### src/rtl/uart_tx_controller.sv
// UART transmit sequencer: pops bytes from the TX FIFO and frames them as start, 8 data LSB-first, [parity], 1-2 stop bits.
// Optional parity bit is compiled in with `define UART_TX_PARITY_EN (ports are identical in both builds).
module uart_tx_controller #(
    parameter int DIV_WIDTH = 16
) (
    input  logic                 clock,
    input  logic                 reset,
    input  logic                 enable,
    input  logic                 twoStopBits,
    input  logic [DIV_WIDTH-1:0] baudDivisor,
    input  logic                 parityOdd,
    input  logic                 fifoEmpty,
    input  logic [7:0]           fifoData,
    output logic                 fifoRe,
    output logic                 txd,
    output logic                 busy,
    output logic                 frameDone
);

    typedef enum logic [2:0] {
        IDLE,
        START,
        DATA,
`ifdef UART_TX_PARITY_EN
        PARITY,
`endif
        STOP
    } state_t;

    state_t               state_q, state_d;
    logic [DIV_WIDTH-1:0] baudCnt_q, baudCnt_d;
    logic [DIV_WIDTH-1:0] div_q, div_d;
    logic [2:0]           bitCnt_q, bitCnt_d;
    logic                 stopCnt_q, stopCnt_d;
    logic                 twoStop_q, twoStop_d;
    logic [7:0]           shift_q, shift_d;
`ifdef UART_TX_PARITY_EN
    logic                 parity_q, parity_d;
`else
    logic                 parity_unused;
    assign parity_unused = parityOdd;
`endif

    logic bitEnd;
    logic stopFinal;
    logic load;

    assign bitEnd    = (baudCnt_q == '0);
    assign stopFinal = (state_q == STOP) && bitEnd && (stopCnt_q || !twoStop_q);
    // Reset gates the pop so nothing leaves the FIFO while the sequencer is held.
    assign load      = reset & enable & ~fifoEmpty & ((state_q == IDLE) | stopFinal);

    assign fifoRe    = load;
    assign busy      = (state_q != IDLE);
    assign frameDone = stopFinal;

    always_comb begin
        txd = 1'b1;
        case (state_q)
            START:   txd = 1'b0;
            DATA:    txd = shift_q[0];
`ifdef UART_TX_PARITY_EN
            PARITY:  txd = parity_q;
`endif
            default: txd = 1'b1;
        endcase
    end

    always_comb begin
        state_d   = state_q;
        baudCnt_d = baudCnt_q;
        div_d     = div_q;
        bitCnt_d  = bitCnt_q;
        stopCnt_d = stopCnt_q;
        twoStop_d = twoStop_q;
        shift_d   = shift_q;
`ifdef UART_TX_PARITY_EN
        parity_d  = parity_q;
`endif

        if (state_q != IDLE) begin
            baudCnt_d = bitEnd ? div_q : (baudCnt_q - 1'b1);
        end

        case (state_q)
            START: begin
                if (bitEnd) begin
                    state_d  = DATA;
                    bitCnt_d = '0;
                end
            end
            DATA: begin
                if (bitEnd) begin
                    shift_d  = {1'b0, shift_q[7:1]};
                    bitCnt_d = bitCnt_q + 3'd1;
                    if (bitCnt_q == 3'd7) begin
`ifdef UART_TX_PARITY_EN
                        state_d   = PARITY;
`else
                        state_d   = STOP;
`endif
                        stopCnt_d = 1'b0;
                    end
                end
            end
`ifdef UART_TX_PARITY_EN
            PARITY: begin
                if (bitEnd) begin
                    state_d   = STOP;
                    stopCnt_d = 1'b0;
                end
            end
`endif
            STOP: begin
                if (bitEnd) begin
                    if (stopFinal) begin
                        state_d = IDLE;
                    end else begin
                        stopCnt_d = 1'b1;
                    end
                end
            end
            default: ;
        endcase

        // A pop overrides the above so back-to-back frames skip IDLE entirely.
        if (load) begin
            state_d   = START;
            shift_d   = fifoData;
            div_d     = baudDivisor;
            baudCnt_d = baudDivisor;
            twoStop_d = twoStopBits;
`ifdef UART_TX_PARITY_EN
            parity_d  = ^fifoData ^ parityOdd;
`endif
        end
    end

    always_ff @(posedge clock) begin
        if (!reset) begin
            state_q   <= IDLE;
            baudCnt_q <= '0;
            bitCnt_q  <= '0;
            stopCnt_q <= 1'b0;
        end else begin
            state_q   <= state_d;
            baudCnt_q <= baudCnt_d;
            bitCnt_q  <= bitCnt_d;
            stopCnt_q <= stopCnt_d;
        end
    end

    always_ff @(posedge clock) begin
        div_q     <= div_d;
        twoStop_q <= twoStop_d;
        shift_q   <= shift_d;
`ifdef UART_TX_PARITY_EN
        parity_q  <= parity_d;
`endif
    end

endmodule
### config.mk
export PLATFORM = sky130hd
export DESIGN_NAME = uart_tx_controller
export DESIGN_NICKNAME = d
export VERILOG_FILES = /design/src/rtl/uart_tx_controller.sv
export SDC_FILE = /design/constraint.sdc
export NUM_CORES = 1
export LEC_CHECK = 0
export CAP_MARGIN = 20
export CORE_ASPECT_RATIO = 1.2
export CORE_MARGIN = 2
export CORE_UTILIZATION = 55
export CTS_CLUSTER_DIAMETER = 50
export CTS_CLUSTER_SIZE = 24
export DETAILED_ROUTE_END_ITERATION = 10
export PLACE_DENSITY = 0.8
export SLEW_MARGIN = 15
export SYNTH_ARGS = -nofsm -noshare
export SYNTH_HDL_FRONTEND = slang
export SYNTH_SLANG_ARGS = --single-unit
export TNS_END_PERCENT = 10
### constraint.sdc
create_clock -name clock -period 2.86 [get_ports clock]
set_input_delay 0.572 -clock clock [delete_from_list [all_inputs] [get_ports clock]]
set_output_delay 0.572 -clock clock [all_outputs]
set_load 0.03 [all_outputs]
**Yosys cells after proc, flatten, opt, wreduce, memory -nomap -nowiden**

Index checks and enable logic that the tools add are counted.

- Output and inout port bits: 4
- Logic and storage cells: 73
- Register bits: 48
- Input bits: 30

- Add/sub/neg operators: 2
- Equality and inequality tests: 15
- Reductions and logical operators: 20
- Bitwise gates (word level): 6
- Multiplexer cells: 22

Operator list:

| cell | count |
|---|---|
| $mux 16 | 3 |
| $mux 8 | 3 |
| $mux 3 | 7 |
| $logic_not 16->1 | 1 |
| $sub 16x1->16 const B | 1 |
| $ne 3x3->1 const B | 5 |
| $ne 2x2->1 const B | 6 |
| $reduce_and 6->1 | 2 |
| $reduce_bool 2->1 | 5 |
| $pmux 3 s3 | 1 |
| $eq 3x2->1 const B | 2 |
| $pmux 3 s2 | 1 |
| $reduce_bool 3->1 | 2 |
| $mux 1 | 5 |
| $reduce_and 5->1 | 1 |
| $pmux 1 s2 | 2 |
| $reduce_bool 4->1 | 1 |
| $add 3x1->3 const B | 1 |
| $and 1x1->1 | 3 |
| $eq 3x1->1 const B | 1 |
| $eq 3x3->1 const B | 1 |
| $logic_not 3->1 | 1 |
| $reduce_and 3->1 | 1 |
| $logic_and 1x1->1 | 2 |
| 6 further kinds | 7 |

**Depth between registers and ports, before layout**

- Depth after elaboration: 7
- Gate-level depth with buffers: 11
- Gate-level depth less buffers: 8

**Least setup slack after synthesis**

Ideal clock, no wire load.

- Kind: register to output
- From: register baudCnt_q[2]
- To: output fifoRe
- Data required time: 2.288 ns
- Stages on the path, launching flop included: 8
- Path buffers: 3
- Slack: 0.388 ns
- Data arrival time: 1.900 ns
- Cells stage by stage: dfxtp_1 buf_6 nor4_4 nand4_2 o41a_1 buf_6 inv_6 buf_6

- Word-level cells in the longest chain between the ends: 5

Ends and longest elaborated chain:

| element | RTL line | text |
|---|---|---|
| start: declaration | 31 | `logic [DIV_WIDTH-1:0] baudCnt_q, baudCnt_d;` |
| start signal: assignment | 147 | `baudCnt_q <= baudCnt_d;` |
| $logic_not 16->1 | 48 | `assign bitEnd = (baudCnt_q == '0);` |
| $logic_and 1x1->1 (2 in a row) | 49 | `assign stopFinal = (state_q == STOP) && bitEnd && (stopCnt_q \|\| !twoStop_q);` |
| $or 1x1->1 | 51 | `assign load = reset & enable & ~fifoEmpty & ((state_q == IDLE) \| stopFinal);` |
| $and 1x1->1 | 51 |  |
| end: declaration | 14 | `output logic fifoRe,` |

Every way passes these cells.

**Worst setup path after layout**

- From: register baudCnt_q[6]
- To: output fifoRe

Same word-level chain as after synthesis.

==> results_dict.tcl <==
set metrics [dict create \
    status "completed" \
    dr.pass1.iters 5 \
    fp-row-count 27 \
    critPathLaunch "baudCnt_q[6]" \
    vdd_drop_max_mv 0.565 \
    finish.instance_area_um2 3050 \
    die_y_um 78.6 \
    yosys_warnings 0 \
    worst_slew_pin_slew_ps 506 \
    dpl-instance-area_um2 2960 \
    final_cell_mix "nand2_1 (36), clkdlybuf4s50_1 (30), edfxtp_1 (25)" \
    rr_worst_depth 5 \
    portBuffers 32 \
    vias_per_cell 6.20 \
    track_usage 0.252 \
    synth_ff_type "edfxtp_1" \
    core_area_um2 4530 \
    floorplan.die_area_um2 5210 \
    clk_path_buf_depth 2 \
    fmax_mhz 377 \
    areaGrowthSynthToFinish_pct 19.4 \
    slew_headroom 0.662 \
    critPathArrivalTime_ps 2080 \
    required_ps 2290 \
    synth_seq_cells 47 \
    synth_top_area_frac 0.294 \
    drt_iter0_markers 185 \
    numCtsBuffers 5 \
    fin_crit_ps 2650 \
    diodes 0 \
    ys_seq_area_frac 0.466 \
    synthTopCellsByArea "edfxtp_1 (29%), dfxtp_1 (17%), nand2_1 (5.3%), a21oi_1 (4.7%), ha_1 (4.4%)" \
    async_reset_ff_frac 0 \
    clock_sink_count 47 \
    die_width_um 66.2 \
    nets 340 \
    postSynthAreaPerCell_um2 9.71 \
    initial_core_util 0.564 \
    rsz0062_at_grt "false" \
    finalSetupTns_ps 0 \
    grt_pass1_wl_mm 10.1 \
    hold_viol_final 0 \
    multi_input_area_um2 1230 \
    critPathCaptureType "output port" \
    cts_root_buffer "clkbuf_8" \
    ant_nets 0 \
    worstHoldStart "bitCnt_q[0]" \
    place_hpwl_mm 4.12 \
    synth_top_cell_by_area "edfxtp_1" \
    wl_mm 5.97 \
    p_per_area_nw_per_um2 1010 \
    worst-setup-path-type "register to output port" \
    fin_crit_sh 0.927 \
    grt_max_degree 21 \
    antenna_found_initial 0 \
    routedWlPerCell_um 16.6 \
    cts_setup_buffers 0 \
    drc 0 \
    syn_inst 263 \
    setup_viol 0 \
    worstSkewPairLatency_ps 300 \
    netlist_area_um2 2550 \
    synth_edf_count 25 \
    min_path_type "register to register" \
    synth_fp_nets 302 \
    maxCapViolCount 0 \
    slew_viol_final 0 \
    grt_pass1_vias 2127 \
    num_vias 2233 \
    holdPathStages 1 \
    clock_skew_ps 6.43 \
    drive_above_1_share 0.0993 \
    cts_max_level 2 \
    seqCellArea_um2 1190 \
    gp_congestion 0.836 \
    leakage_uw 0.00113 \
    start_kind "register" \
    synthDistinctLibCells 50 \
    cts.reportedPaths.clkPinSlew_ps 80 \
    regToRegStartpoint "baudCnt_q[6]" \
    worstPathMaxFanout 12 \
    overflow 0 \
    n_fill_cell 406 \
    final_common_cell "nand2_1" \
    cts_tree "yes" \
    num_io_pins 34 \
]
==> layout make-up <==
cell class	count	share of cell area
clock buffers	7	0.0250
clock inverters	1	0.00164
inverters	9	0.0127
multi-input cells	191	0.404
flip-flops and latches	47	0.391
well taps	58	0.0238
repair buffers	47	0.142
==> stage by stage <==
stage,std cells,hold slack [ps],util,total power [uW],setup slack [ps]
5_1_grt,360,495,0.673,3300,64.5
6_report,360,480,0.673,3080,208
2_1_floorplan,263,445,-,2180,388
3_5_place_dp,352,472,0.655,2660,294
3_3_place_gp,352,464,0.655,2620,336
4_1_cts,360,483,0.673,3050,69.1
==> cells in the mapped netlist (3+ instances only) <==
cell type  number
clkbuf_1       10
o211ai_1       11
a211oi_1        3
nand3_1        11
buf_6           4
a22oi_1         5
dfxtp_1        22
nand4_1         4
edfxtp_1       25
inv_1           8
nor4_1          3
o21ai_0        12
nand2b_1        3
nor2_1         11
a21oi_1        24
nand2_1        36
or4_1           4
o21a_1          3
xnor2_1         4
o31a_1          3
nor3_1          6
ha_1            9
o32ai_1         3
==> flip-flops by register name, indices dropped and copies added (netlist names) <==
signal	cells
stopCnt_q	1
bitCnt_q	3
div_q	16
twoStop_q	1
state_q	2
baudCnt_q	16
shift_q	8
==> worst max-delay path, stage by stage, from the launching register on <==
cell and delay [ps]:
dfxtp_1 380, nor4_4 350, nand4_2 200, o41a_1 530, inv_6 140, buf_4 170
==> path summary, 6_finish.rpt <==
path / to / slack [ps]
hold reg to reg: bitCnt_q[0] / 480
hold / removal: bitCnt_q[0] / 480
setup reg to reg: shift_q[5] / 530
setup / recovery: fifoRe / 210
==> routing by layer <==
layer  wire length, um  GRT usage
met1              2570      0.334
met2              2890      0.408
met3               404     0.0516
met4               102     0.0837
met5                 0          0
==> where the power goes <==
| group | internal (uW) | switching, uW | leakage [uW] | total [uW] |
|---|---|---|---|---|
| logic | 710 | 972 | 0.000677 | 1680 |
| registers | 853 | 157 | 0.000409 | 1010 |
| clock network | 172 | 217 | 0.0000422 | 388 |
| total | 1730 | 1350 | 0.00113 | 3080 |
==> timing repair <==
item / CTS / global route
resized for setup: 0 / 1
setup endpoints to repair: 0 / 1
hold buffers: 0 / 0
==> logic make-up after synthesis <==
family          after synthesis  share of synthesized area
simple gates                 93                      0.195
mux                           2                    0.00784
buf+inv                      25                     0.0514
xor+xnor                      6                     0.0206
compound gates               81                      0.214
fa+ha+maj                     9                     0.0441
flops                        47                      0.466
Power figures use the tool's default switching activity.
